$ cat src/rtl/jram_arbiter_if.sv
// Requester A/B handshake, RAM strobe/bus and busy signals for jram_arbiter.
// slave: arbiter side; master: requesters plus RAM side.
interface jram_arbiter_if #(
  parameter int AW = 8,
  parameter int DW = 8
);
  logic          a_req;
  logic          a_wr;
  logic [AW-1:0] a_addr;
  logic [DW-1:0] a_wdata;
  logic          a_ack;
  logic [DW-1:0] a_rdata;

  logic          b_req;
  logic          b_wr;
  logic [AW-1:0] b_addr;
  logic [DW-1:0] b_wdata;
  logic          b_ack;
  logic [DW-1:0] b_rdata;

  logic [AW-1:0] ram_bas;
  logic          ram_wsa;
  logic [DW-1:0] ram_bis;
  logic          ram_ws;
  logic          ram_we;
  logic [DW-1:0] ram_bos;

  logic          busy;

  modport slave (
    input  a_req, a_wr, a_addr, a_wdata,
    input  b_req, b_wr, b_addr, b_wdata,
    input  ram_bos,
    output a_ack, a_rdata, b_ack, b_rdata,
    output ram_bas, ram_wsa, ram_bis, ram_ws, ram_we,
    output busy
  );

  modport master (
    output a_req, a_wr, a_addr, a_wdata,
    output b_req, b_wr, b_addr, b_wdata,
    output ram_bos,
    input  a_ack, a_rdata, b_ack, b_rdata,
    input  ram_bas, ram_wsa, ram_bis, ram_ws, ram_we,
    input  busy
  );
endinterface

$ cat src/rtl/jram_arbiter.sv
// Two-port access controller for the 256x8 RAM: arbitrates A/B, sequences wsa -> ws/we, acks.
// JRAM_ARB_RR_EN defined: round-robin on ties; undefined: fixed priority, A wins ties.
module jram_arbiter #(
  parameter int AW = 8,
  parameter int DW = 8
) (
  input  logic              clk,
  input  logic              reset_n,
  jram_arbiter_if.slave     bus
);

  typedef enum logic [1:0] {
    S_IDLE,
    S_ADDR,
    S_ACCESS,
    S_DONE
  } state_t;

  state_t        r_state;
  logic          r_gnt_b;
  logic          r_wr;
  logic [AW-1:0] r_addr;
  logic [DW-1:0] r_wdata;

  logic          r_a_ack;
  logic          r_b_ack;
  logic [DW-1:0] r_a_rdata;
  logic [DW-1:0] r_b_rdata;
  logic [AW-1:0] r_bas;
  logic          r_wsa;
  logic [DW-1:0] r_bis;
  logic          r_ws;
  logic          r_we;
  logic          r_busy;

  logic          w_any_req;
  logic          w_pick_b;

  assign w_any_req = bus.a_req | bus.b_req;

`ifdef JRAM_ARB_RR_EN
  logic r_last_b;

  // On a tie, grant whichever port did not win the previous transaction.
  assign w_pick_b = bus.b_req & (~bus.a_req | ~r_last_b);

  always_ff @(posedge clk or negedge reset_n) begin
    if (!reset_n) begin
      r_last_b <= 1'b1;
    end else if (r_state == S_DONE) begin
      r_last_b <= r_gnt_b;
    end
  end
`else
  assign w_pick_b = bus.b_req & ~bus.a_req;
`endif

  // Strobes, buses and acks are single-cycle: cleared every cycle unless the
  // transition into the next state sets them.
  always_ff @(posedge clk or negedge reset_n) begin
    if (!reset_n) begin
      r_state   <= S_IDLE;
      r_gnt_b   <= 1'b0;
      r_wr      <= 1'b0;
      r_addr    <= '0;
      r_wdata   <= '0;
      r_a_ack   <= 1'b0;
      r_b_ack   <= 1'b0;
      r_a_rdata <= '0;
      r_b_rdata <= '0;
      r_bas     <= '0;
      r_wsa     <= 1'b0;
      r_bis     <= '0;
      r_ws      <= 1'b0;
      r_we      <= 1'b0;
      r_busy    <= 1'b0;
    end else begin
      r_a_ack <= 1'b0;
      r_b_ack <= 1'b0;
      r_bas   <= '0;
      r_wsa   <= 1'b0;
      r_bis   <= '0;
      r_ws    <= 1'b0;
      r_we    <= 1'b0;

      case (r_state)
        S_IDLE: begin
          if (w_any_req) begin
            r_gnt_b <= w_pick_b;
            r_wr    <= w_pick_b ? bus.b_wr    : bus.a_wr;
            r_addr  <= w_pick_b ? bus.b_addr  : bus.a_addr;
            r_wdata <= w_pick_b ? bus.b_wdata : bus.a_wdata;
            r_bas   <= w_pick_b ? bus.b_addr  : bus.a_addr;
            r_wsa   <= 1'b1;
            r_busy  <= 1'b1;
            r_state <= S_ADDR;
          end
        end

        S_ADDR: begin
          if (r_wr) begin
            r_bis <= r_wdata;
            r_ws  <= 1'b1;
          end else begin
            r_we  <= 1'b1;
          end
          r_state <= S_ACCESS;
        end

        S_ACCESS: begin
          if (!r_wr) begin
            if (r_gnt_b) begin
              r_b_rdata <= bus.ram_bos;
            end else begin
              r_a_rdata <= bus.ram_bos;
            end
          end
          r_a_ack <= ~r_gnt_b;
          r_b_ack <= r_gnt_b;
          r_state <= S_DONE;
        end

        S_DONE: begin
          r_busy  <= 1'b0;
          r_state <= S_IDLE;
        end

        default: begin
          r_busy  <= 1'b0;
          r_state <= S_IDLE;
        end
      endcase
    end
  end

  assign bus.a_ack   = r_a_ack;
  assign bus.b_ack   = r_b_ack;
  assign bus.a_rdata = r_a_rdata;
  assign bus.b_rdata = r_b_rdata;
  assign bus.ram_bas = r_bas;
  assign bus.ram_wsa = r_wsa;
  assign bus.ram_bis = r_bis;
  assign bus.ram_ws  = r_ws;
  assign bus.ram_we  = r_we;
  assign bus.busy    = r_busy;

endmodule
$ cat src/flat_wrapper.sv
// flat-port wrapper written by rule: the top's interface ports become plain ports
module jram_arbiter_flat 
#(
  parameter int AW = 8,
  parameter int DW = 8
)
  (clk, reset_n, bus_a_req, bus_a_wr, bus_a_addr, bus_a_wdata, bus_b_req, bus_b_wr, bus_b_addr, bus_b_wdata, bus_ram_bos, bus_a_ack, bus_a_rdata, bus_b_ack, bus_b_rdata, bus_ram_bas, bus_ram_wsa, bus_ram_bis, bus_ram_ws, bus_ram_we, bus_busy);
  jram_arbiter_if #(.AW(AW), .DW(DW)) bus_i ();
  input  logic clk;
  input  logic reset_n;
  input wire logic [$bits(bus_i.a_req)-1:0] bus_a_req;
  input wire logic [$bits(bus_i.a_wr)-1:0] bus_a_wr;
  input wire logic [$bits(bus_i.a_addr)-1:0] bus_a_addr;
  input wire logic [$bits(bus_i.a_wdata)-1:0] bus_a_wdata;
  input wire logic [$bits(bus_i.b_req)-1:0] bus_b_req;
  input wire logic [$bits(bus_i.b_wr)-1:0] bus_b_wr;
  input wire logic [$bits(bus_i.b_addr)-1:0] bus_b_addr;
  input wire logic [$bits(bus_i.b_wdata)-1:0] bus_b_wdata;
  input wire logic [$bits(bus_i.ram_bos)-1:0] bus_ram_bos;
  output wire logic [$bits(bus_i.a_ack)-1:0] bus_a_ack;
  output wire logic [$bits(bus_i.a_rdata)-1:0] bus_a_rdata;
  output wire logic [$bits(bus_i.b_ack)-1:0] bus_b_ack;
  output wire logic [$bits(bus_i.b_rdata)-1:0] bus_b_rdata;
  output wire logic [$bits(bus_i.ram_bas)-1:0] bus_ram_bas;
  output wire logic [$bits(bus_i.ram_wsa)-1:0] bus_ram_wsa;
  output wire logic [$bits(bus_i.ram_bis)-1:0] bus_ram_bis;
  output wire logic [$bits(bus_i.ram_ws)-1:0] bus_ram_ws;
  output wire logic [$bits(bus_i.ram_we)-1:0] bus_ram_we;
  output wire logic [$bits(bus_i.busy)-1:0] bus_busy;
  assign bus_i.a_req = bus_a_req;
  assign bus_i.a_wr = bus_a_wr;
  assign bus_i.a_addr = bus_a_addr;
  assign bus_i.a_wdata = bus_a_wdata;
  assign bus_i.b_req = bus_b_req;
  assign bus_i.b_wr = bus_b_wr;
  assign bus_i.b_addr = bus_b_addr;
  assign bus_i.b_wdata = bus_b_wdata;
  assign bus_i.ram_bos = bus_ram_bos;
  assign bus_a_ack = bus_i.a_ack;
  assign bus_a_rdata = bus_i.a_rdata;
  assign bus_b_ack = bus_i.b_ack;
  assign bus_b_rdata = bus_i.b_rdata;
  assign bus_ram_bas = bus_i.ram_bas;
  assign bus_ram_wsa = bus_i.ram_wsa;
  assign bus_ram_bis = bus_i.ram_bis;
  assign bus_ram_ws = bus_i.ram_ws;
  assign bus_ram_we = bus_i.ram_we;
  assign bus_busy = bus_i.busy;
  jram_arbiter #(.AW(AW), .DW(DW)) u_core (.clk(clk), .reset_n(reset_n), .bus(bus_i));
endmodule
$ cat config.mk
export PLATFORM = sky130hd
export DESIGN_NAME = jram_arbiter_flat
export DESIGN_NICKNAME = d
export VERILOG_FILES = /design/src/rtl/jram_arbiter_if.sv /design/src/rtl/jram_arbiter.sv /design/src/flat_wrapper.sv
export SDC_FILE = /design/constraint.sdc
export NUM_CORES = 1
export LEC_CHECK = 0
export ABC_CLOCK_PERIOD_IN_PS = 4000
export CAP_MARGIN = 30
export CORE_MARGIN = 3
export CORE_UTILIZATION = 30
export CTS_BUF_LIST = sky130_fd_sc_hd__clkbuf_4 sky130_fd_sc_hd__clkbuf_8 sky130_fd_sc_hd__clkbuf_16
export CTS_CLUSTER_SIZE = 40
export DETAILED_ROUTE_END_ITERATION = 6
export PLACE_DENSITY = 0.57
export SYNTH_ARGS = -nofsm -noshare
export SYNTH_HDL_FRONTEND = slang
export SYNTH_SLANG_ARGS = --single-unit
$ cat constraint.sdc
create_clock -name clk -period 4 [get_ports clk]
set_input_delay 1.2 -clock clk [delete_from_list [all_inputs] [get_ports clk]]
set_output_delay 1.2 -clock clk [all_outputs]
set_load 0.05 [all_outputs]
==> results.json <==
{
  "status": "complete, no violations",
  "area_growth_pct": 50.9,
  "gp_congestion": 0.691,
  "pin_count": 84,
  "netlist_area_um2": 1980,
  "fin_skew_ns": 0.00852,
  "cts.sink_count": 50,
  "crit_family": "buffers and inverters",
  "min_period_ns": 2.69,
  "hold_end": "u_core.bus.b_rdata[4]$_DFFE_PN0P_",
  "drv_slew": 0,
  "p_int_uw": 1350,
  "tritoncts": "yes",
  "dr_wl_met3_um": 288,
  "p_clk_share_pct": 12.8,
  "critPathMaxStageDelay_ns": 0.81,
  "hold_path.startpoint": "u_core.bus.b_rdata[4]$_DFFE_PN0P_",
  "crit_required_ns": 2.80,
  "setup-tns-final_ns": 0,
  "antenna_found_initial": 0,
  "clk_pin_slew_ns": 0.10,
  "cts_resized": 0,
  "fill_cells": 575,
  "p_leak_uw": 0.00129,
  "highest_layer": "met4",
  "wire_per_inst_um": 14.7,
  "yosysMostFrequentCell": "dfrtp_1",
  "dieArea_um2": 7600,
  "avgSynthCellArea_um2": 12.8,
  "crit_type": "register to primary output",
  "hold_path.class": "register to register",
  "grt_pass1_wl_um": 7620,
  "dr_wl_met2_um": 2240,
  "finalNonFillerCells": 314,
  "netSwitchingFraction_pct": 44.8,
  "grt_max_degree": 35,
  "cts_max_level": 2,
  "holdPathStages": 1,
  "worst_path_max_delay_cell": "clkdlybuf4s50_1",
  "r2r_start": "u_core.r_state[0]$_DFFE_PN0P_",
  "grt_setup_unrepaired": "false",
  "postLayoutCellArea_um2": 2990,
  "cap_violations": 0,
  "synth_flop_cell": "dfrtp_1",
  "drt-initial-drc-count": 36,
  "regArea_um2": 1250,
  "seq_power_share_pct": 34.0,
  "synth_edf_count": 0,
  "r2r-end": "u_core.bus.busy$_DFFE_PN0P_",
  "synth_nets": 205,
  "cts_root_buffer": "clkbuf_8",
  "drc": 0,
  "rows": 28,
  "p_sw_uw": 1090,
  "cp_cell_sequence": "clkdlybuf4s50_1",
  "max_freq_mhz": 372,
  "synth_top_area_cell": "dfrtp_1",
  "period_share_pct": 67.3,
  "die_w_um": 87.2,
  "cts.path.max_buffers": 2,
  "synthDistinctLibCells": 23,
  "synthCells": 154,
  "initial_core_util_pct": 32.1,
  "synth_area_leaders": "dfrtp_1 (63%), mux2_2 (9.7%), nor2b_1 (3.5%)",
  "dpl.cell_count": 306,
  "multi_input_area_um2": 684,
  "seq_area_frac_synth_pct": 63.3,
  "viasPerCell": 4.63,
  "combPwrFrac_pct": 53.1,
  "grt_pass1_vias": 1505,
  "drt_pre_antenna_iters": 4,
  "critPathBufInv": 1,
  "ys_ff_latch": 50,
  "critPathLaunchType": "register",
  "ys_warn_count": 0,
  "totalWireLength_um": 4610,
  "vdd_ir_drop_max_mv": 0.457,
  "grt_overflow": 0,
  "insertion_delay_ns": 0.30,
  "end_kind": "primary output",
  "cp_max_fo": 3,
  "grt.total_usage_pct": 12.9,
  "dr_total_vias": 1453,
  "yosysTopAreaCellShare_pct": 63.3,
  "synth_common_cells": "dfrtp_1 (50), mux2_2 (17), nor2_1 (11), nor2b_1 (11), a21oi_1 (10)",
  "hpwlAfterDp_um": 3430,
  "wl_met1_um": 2050,
  "nNetsFinal": 289,
  "core_um2": 6170,
  "maxSlewHeadroom_pct": 45.8,
  "die-height_um": 87.2,
  "r2r_cells": 5,
  "finalPower_uw": 2440,
  "r2r_slack_ns": 2.00,
  "io_buffers": 83,
  "tightest_slew_ns": 0.813,
  "setup_violations": 0,
  "hold_viol": 0,
  "postCtsSetupBuffers": 0,
  "holdBufCountCts": 0,
  "diodes": 0,
  "postRouteAntennaNets": 0,
  "cts_made_buffers": 5,
  "async_flop_share_pct": 100,
  "arrival_ns": 1.49,
  "power_density_nw_per_um2": 817,
  "layout-drive-gt1-share_pct": 12.1,
  "place_area_um2": 2890
}
## per-layer routing
layer	global-route usage (%)	vias to the layer above
met5	0	-
met4	2.93	0
met3	3.22	5
met2	20.8	47
met1	17.5	697
li1	-	704
## layout by cell type (no fill, tap or decap)
cell type and count:
buf_2 1, a21oi_1 10, and3_1 8, nor3b_4 1
a31oi_1 1, o22ai_1 8, and2_1 3, o21ai_0 2
mux2i_1 1, mux2_2 17, nand3_1 1, nor2b_1 11
clkinvlp_4 1, clkbuf_8 6, clkdlybuf4s50_1 82, nand2b_1 1
inv_6 1, o21a_1 1, inv_1 3, ha_1 5
nor2_1 11, a22oi_1 7, dfrtp_1 50, buf_12 1
a32oi_1 1, nand2_1 4, nand3b_2 1
## cells by family after synthesis
kind of cell,synth area share (%)
AOI/OAI and AO/OA,9.36
and+or+nand+nor,11.9
buffers and inverters,2.15
muxes,10.2
adders and majority gates,3.16
DFF,63.3
## layout make-up
type | instances | area share (%)
inverters | 3 | 0.377
clock inverters | 2 | 0.545
multi-input cells | 94 | 22.9
well taps | 75 | 3.14
repair buffers | 84 | 28.3
flip-flops and latches | 50 | 41.9
clock buffers | 6 | 2.77
## per-stage QoR
| step | worst slack, ns | util, % | hold slack (ns) |
|---|---|---|---|
| final | 1.31 | 48.4 | 0.510 |
| after floorplan | 2.17 | - | 0.453 |
| after CTS | 1.29 | 48.4 | 0.514 |
| after detailed placement | 1.14 | 46.8 | 0.492 |
| after global routing | 1.26 | 48.4 | 0.522 |
| after global placement | 1.14 | 46.5 | 0.488 |
## worst max path at each step
| stage | start | endpoint | slack (ns) | cells after the start |
|---|---|---|---|---|
| floorplan | bus_b_req | u_core.r_state[1]$_DFFE_PN0P_ | 2.17 | 3 |
| global placement | bus_a_req | u_core.bus.ram_bas[7]$_DFF_PN0_ | 1.14 | 4 |
| detailed placement | bus_a_req | u_core.bus.ram_bas[7]$_DFF_PN0_ | 1.14 | 4 |
| CTS | u_core.bus.busy$_DFFE_PN0P_ | bus_busy | 1.29 | 1 |
| global route | u_core.bus.busy$_DFFE_PN0P_ | bus_busy | 1.26 | 1 |
| finish | u_core.bus.busy$_DFFE_PN0P_ | bus_busy | 1.31 | 1 |
## power by group through the flow
stage,clock network [uW],registers (uW),logic [uW]
after floorplan,0,1360,334
after global placement,0,841,1300
after detailed placement,0,843,1310
after CTS,330,833,1310
after global routing,350,863,1380
final,313,830,1300
## registers in the layout, indices dropped and copies added, names as in the netlist, 2 cells and up
name and flops:
u_core.bus.b_rdata 8, u_core.r_wdata 8, u_core.bus.ram_bas 8, u_core.r_state 2, u_core.bus.a_rdata 8, u_core.bus.ram_bis 8
(Power assumes the default switching activity.)
